==> config.mk <==
export PLATFORM = sky130hd
export DESIGN_NAME = bus_rr_scheduler
export DESIGN_NICKNAME = d
export VERILOG_FILES = /design/src/rtl/bus_rr_scheduler.sv
export SDC_FILE = /design/constraint.sdc
export NUM_CORES = 1
export LEC_CHECK = 0
export ABC_CLOCK_PERIOD_IN_PS = 2100
export CORE_MARGIN = 1
export CORE_UTILIZATION = 46
export DETAILED_ROUTE_END_ITERATION = 8
export PLACE_DENSITY = 0.77
export SYNTH_ARGS = -nofsm -noshare
export SYNTH_HDL_FRONTEND = slang
export SYNTH_SLANG_ARGS = --single-unit
==> constraint.sdc <==
create_clock -name clk -period 2.1 [get_ports clk]
set_clock_uncertainty 0.05 [all_clocks]
set_input_delay 0.42 -clock clk [delete_from_list [all_inputs] [get_ports clk]]
set_output_delay 0.42 -clock clk [all_outputs]
set_load 0.05 [all_outputs]
==> src/rtl/bus_rr_scheduler.sv <==
// Round-robin scheduler sharing one enable-driven counter datapath among
// N_REQ requesters. A winner gets exactly len enable cycles; the final count
// is captured, returned with a done pulse, and compared against len.
module bus_rr_scheduler #(
   parameter int N_REQ     = 4,
   parameter int D_WIDTH   = 8,
   parameter int LEN_WIDTH = 4,
   parameter int ID_WIDTH  = $clog2(N_REQ)
) (
   input  logic                       clk,
   input  logic                       rst_n,
   input  logic [N_REQ-1:0]           req,
   input  logic [N_REQ*LEN_WIDTH-1:0] req_len,
   output logic [N_REQ-1:0]           gnt,
   output logic                       enable,
   input  logic [D_WIDTH-1:0]         data,
   output logic                       done,
   output logic [ID_WIDTH-1:0]        done_id,
   output logic [D_WIDTH-1:0]         result,
   output logic                       mismatch,
   output logic                       busy
);

   typedef enum logic [1:0] {
      IDLE,
      RUN,
      CAPTURE
   } state_t;

   state_t               state;
   logic [ID_WIDTH-1:0]  ptr;
   logic [LEN_WIDTH-1:0] cnt;
   logic [LEN_WIDTH-1:0] len;

   logic                 found;
   logic [ID_WIDTH-1:0]  win;
   logic [LEN_WIDTH-1:0] win_len;
   logic [ID_WIDTH-1:0]  win_next;

   // First requesting index at or above the pointer, wrapping around.
   always_comb begin
      found   = 1'b0;
      win     = '0;
      win_len = '0;
      for (int unsigned k = 0; k < N_REQ; k++) begin
         int unsigned idx;
         idx = (32'(ptr) + k) % N_REQ;
         if (!found && req[idx]) begin
            found   = 1'b1;
            win     = ID_WIDTH'(idx);
            win_len = req_len[idx*LEN_WIDTH +: LEN_WIDTH];
         end
      end
      win_next = (win == ID_WIDTH'(N_REQ-1)) ? '0 : win + 1'b1;
   end

   // Arbitration, burst sequencing and result capture; every output registered.
   always_ff @(posedge clk or negedge rst_n) begin
      if (!rst_n) begin
         state    <= IDLE;
         ptr      <= '0;
         cnt      <= '0;
         len      <= '0;
         gnt      <= '0;
         enable   <= 1'b0;
         done     <= 1'b0;
         done_id  <= '0;
         result   <= '0;
         mismatch <= 1'b0;
         busy     <= 1'b0;
      end else begin
         done     <= 1'b0;
         mismatch <= 1'b0;
         case (state)
            IDLE: begin
               // enable is low here, so the datapath clears on this edge and
               // every burst counts up from zero.
               if (found) begin
                  len     <= win_len;
                  gnt     <= N_REQ'(1) << win;
                  busy    <= 1'b1;
                  ptr     <= win_next;
                  done_id <= win;
                  if (win_len != '0) begin
                     enable <= 1'b1;
                     cnt    <= win_len;
                     state  <= RUN;
                  end else begin
                     state  <= CAPTURE;
                  end
               end
            end
            RUN: begin
               cnt <= cnt - 1'b1;
               if (cnt == LEN_WIDTH'(1)) begin
                  enable <= 1'b0;
                  state  <= CAPTURE;
               end
            end
            CAPTURE: begin
               // The datapath clears on this edge; data still holds the final count.
               result   <= data;
               done     <= 1'b1;
               mismatch <= (data != D_WIDTH'(len));
               gnt      <= '0;
               busy     <= 1'b0;
               state    <= IDLE;
            end
            default: state <= IDLE;
         endcase
      end
   end

endmodule

==> flow_summary.rst <==
.. list-table::
   :header-rows: 1

   * - Metric
     - Value
   * - Filler instances
     - 326
   * - Clock slew at reported path FFs
     - 0.06 ns
   * - Worst-case register-to-register setup slack
     - -0.08 ns
   * - GRT Residual Overflow
     - 0
   * - Worst path slowest cell
     - sky130_fd_sc_hd__mux4_2
   * - Post-Route WL
     - 5443 µm
   * - Starting Density
     - 0.4894
   * - Dpl hpwl
     - 4108 µm
   * - Ys async rst share
     - 1.000
   * - Fraction of layout instances using a drive strength above 1
     - 0.3035
   * - H-Tree Level Count
     - 2
   * - Die Area
     - 0.005040 mm²
   * - Via count normalized by instance count
     - 5.614
   * - Sequential cell area fraction in the yosys report
     - 0.3429
   * - Violated checks
     - design-rule violations, negative setup slack
   * - Unique cell type count in the Yosys netlist
     - 58
   * - Min cycle time layout
     - 2.177 ns
   * - Highest metal layer with signal wires
     - met4
   * - Cells taking the most area after synthesis
     - sky130_fd_sc_hd__dfrtp_1, sky130_fd_sc_hd__mux2i_1, sky130_fd_sc_hd__nand2_1, sky130_fd_sc_hd__mux2_2, sky130_fd_sc_hd__ha_1
   * - Count of boundary I/O pins
     - 48
   * - Post-layout worst setup margin
     - -0.07742 ns
   * - Kind of start point of the critical path
     - register
   * - Flop and latch count out of synthesis
     - 30
   * - Data arrival, critical path
     - 2.30 ns
   * - Total clock buffers created by CTS
     - 5
   * - Number of nets in the finished design
     - 348
   * - Cell-by-cell listing of the critical path
     - buf_6 > mux4_2 > nand2_1 > o221ai_2 > a211oi_4 > nand4_4 > a22o_1
   * - Pins over their slew limit
     - 0
   * - Post-synth top flop
     - sky130_fd_sc_hd__dfrtp_1
   * - Number of synthesized flops with an enable pin
     - 0
   * - Setup Crit Path Kind
     - reg -> reg
   * - Top cell family by delay on the critical path
     - compound AO/OA/AOI/OAI gates
   * - Capturing element type of the critical path
     - register
   * - Number of hold violations in the final report
     - 0
   * - Slew headroom
     - 0.5890
   * - Wire length on met3
     - 259 µm
   * - Vias
     - 2049
   * - Combined area of all synthesized cells
     - 0.002190 mm²
   * - Floorplan die width
     - 70.99 µm
   * - Fmax
     - 0.4593 GHz
   * - Number of buffers inserted by port buffering
     - 47
   * - Delay contributed by the slowest stage of the critical path
     - 0.52 ns
   * - Post-layout util
     - 0.7223
   * - Number of sinks driven by the clock tree
     - 30
   * - Tcrit/Tclk final
     - 1.037
   * - Reported max-cap violation count
     - 0
   * - Weighted congestion reported at the end of routability-driven placement
     - 0.9328
   * - Met2 WL post-DR
     - 2805 µm
   * - Top cell type's share of synthesized area
     - 0.3429
   * - Number of design-rule violations left by the first detailed-router iteration
     - 79
   * - Measured slew at the worst slew-check pin
     - 0.6164 ns
   * - Area of the core
     - 0.004474 mm²
   * - Clk Latency, worst-skew pair
     - 0.28 ns
   * - Static leakage
     - 1.490 nW
   * - Crit path buffers/inverters
     - 1
   * - Number of diodes added for antenna fixing
     - 0
   * - Number of nets in the synthesized netlist
     - 258
   * - Post-route DRC violation count
     - 5
   * - CTS max path bufs
     - 2
   * - Maximum number of pins on one net before global-route repair
     - 31
   * - Number of synthesis warnings
     - 0
   * - TritonRoute pass-1 iters
     - 6
   * - Path type of the worst min-delay path
     - reg -> reg
   * - Final setup vio count
     - 7
   * - Number of placement rows
     - 24
   * - CTS tree
     - built
   * - Cell count after placement
     - 354
   * - Final Instance Count excl. Fillers
     - 365
   * - Setup repair after global routing missed its margin
     - true
   * - Power per unit of standard cell area
     - 1544 mW/mm²
   * - Number of antenna violations at the first check in global routing
     - 0
   * - Worst path required time
     - 2.22 ns
   * - Maximum fanout count along the critical path
     - 12
   * - Run status
     - finished with violations
   * - Mapped Cells
     - 222
   * - Number of routed nets with antenna violations
     - 0
   * - Wire length on met1
     - 2273 µm
   * - Detailed-route wire length per cell
     - 14.91 µm
   * - Most frequent cells after synthesis
     - sky130_fd_sc_hd__dfrtp_1, sky130_fd_sc_hd__nand2_1, sky130_fd_sc_hd__mux2i_1
   * - Most area-hungry cell type in the Yosys netlist
     - sky130_fd_sc_hd__dfrtp_1
   * - Syn Area/Cell
     - 9.863 µm²
   * - Area growth from synthesis to final layout
     - 47.60%
   * - Die height
     - 70.99 µm
   * - Clk Tree Root Cell
     - sky130_fd_sc_hd__clkbuf_8
   * - Vias in the first global route
     - 1972
   * - Total routing usage reported by global routing
     - 0.2299
   * - Peak supply drop
     - 0.8121 mV
   * - Wire length of the first global-routing pass
     - 9059 µm
stage by stage:
step / hold slack (ns) / power, mW / TNS [ns] / setup slack [ns] / cell area [µm²]
2_1_floorplan: 0.07441 / 3.085 / 0 / 0.00002398 / 2190
3_3_place_gp: 0.4077 / 4.084 / -7.262 / -0.5322 / 3007
3_5_place_dp: 0.4118 / 4.155 / -7.606 / -0.5620 / 3007
4_1_cts: 0.4271 / 4.931 / -0.2897 / -0.06549 / 3212
5_1_grt: 0.4690 / 5.295 / -1.177 / -0.1773 / 3232
6_report: 0.4252 / 4.991 / -0.4017 / -0.07742 / 3232
logic make-up after synthesis:
| kind of cell | synth area share |
|---|---|
| fa+ha+maj | 0.03428 |
| mux | 0.1806 |
| simple gates | 0.1943 |
| compound gates | 0.1732 |
| buf+inv | 0.05886 |
| xor+xnor | 0.01600 |
| flops | 0.3429 |
where the power goes:
part	switching [mW]	internal [mW]
registers	0.236	0.847
logic	1.76	1.58
clock network	0.216	0.349
total	2.21	2.78
repair_timing:
item | CTS | global route
setup endpoints to repair | 16 | 11
buffers inserted | 3 | 0
resized for setup | 19 | 5
hold buffers | 0 | 0
pin swaps | 11 | 1
registers in the layout, summed over array words and instances (netlist names):
name and flops:
busy 1, cnt 4, done 1, done_id 2
enable 1, gnt 4, len 4, mismatch 1
ptr 2, result 8, state 2
area by class of cell:
class                           count  area [µm²]  share of cell area
Tap cell                           52       65.06             0.02013
Timing Repair Buffer               98       875.8              0.2710
Multi-Input combinational cell    167        1394              0.4313
Clock inverter                      3       40.04             0.01239
Inverter                           10       37.54             0.01161
Sequential cell                    30       750.7              0.2323
Clock buffer                        5       68.82             0.02129
cell usage in the layout (no fill, tap or decap), types with 3 or more instances in the layout:
master | synthesis | routed
sky130_fd_sc_hd__nand3b_1 | 3 | 3
sky130_fd_sc_hd__o21ai_0 | 8 | 8
sky130_fd_sc_hd__nor2b_1 | 4 | 4
sky130_fd_sc_hd__dlygate4sd2_1 | 0 | 4
sky130_fd_sc_hd__xor2_1 | 3 | 3
sky130_fd_sc_hd__o22ai_1 | 5 | 4
sky130_fd_sc_hd__nor3_1 | 3 | 3
sky130_fd_sc_hd__a21oi_1 | 6 | 6
sky130_fd_sc_hd__o311ai_2 | 2 | 3
sky130_fd_sc_hd__nor2_1 | 5 | 5
sky130_fd_sc_hd__nand2_1 | 30 | 27
sky130_fd_sc_hd__nand2b_1 | 7 | 5
sky130_fd_sc_hd__mux4_2 | 3 | 3
sky130_fd_sc_hd__dfrtp_1 | 30 | 30
sky130_fd_sc_hd__mux2i_1 | 20 | 18
sky130_fd_sc_hd__a22o_1 | 3 | 3
sky130_fd_sc_hd__clkdlybuf4s50_1 | 0 | 43
sky130_fd_sc_hd__buf_4 | 1 | 46
sky130_fd_sc_hd__inv_1 | 10 | 10
sky130_fd_sc_hd__nand2_2 | 0 | 3
sky130_fd_sc_hd__buf_6 | 2 | 4
sky130_fd_sc_hd__clkbuf_8 | 0 | 5
sky130_fd_sc_hd__ha_1 | 6 | 6
sky130_fd_sc_hd__mux2_2 | 8 | 8
sky130_fd_sc_hd__nand3_1 | 7 | 7
worst register-to-register path, delay by kind of cell (launching register included):
| family | cells | cell delay (ns) |
|---|---|---|
| AOI/OAI and AO/OA | 3 | 0.63 |
| buffers and inverters | 1 | 0.19 |
| DFF | 1 | 0.38 |
| muxes | 1 | 0.52 |
| and+or+nand+nor | 2 | 0.28 |
routing by layer:
layer,vias to the layer above,track usage
li1,999,-
met1,955,0.2677
met2,82,0.4135
met3,13,0.04843
met4,0,0.08889
met5,-,0
final timing paths:
path,from,to,cells past startpoint
min,busy,busy,2
min reg2reg,busy,busy,2
max reg2reg,ptr[0],enable,7
min in group asynchronous,rst_n,len[1],2
max in group asynchronous,rst_n,ptr[0],2
max,ptr[0],enable,7
No activity file was read; power rests on OpenSTA's default activity.
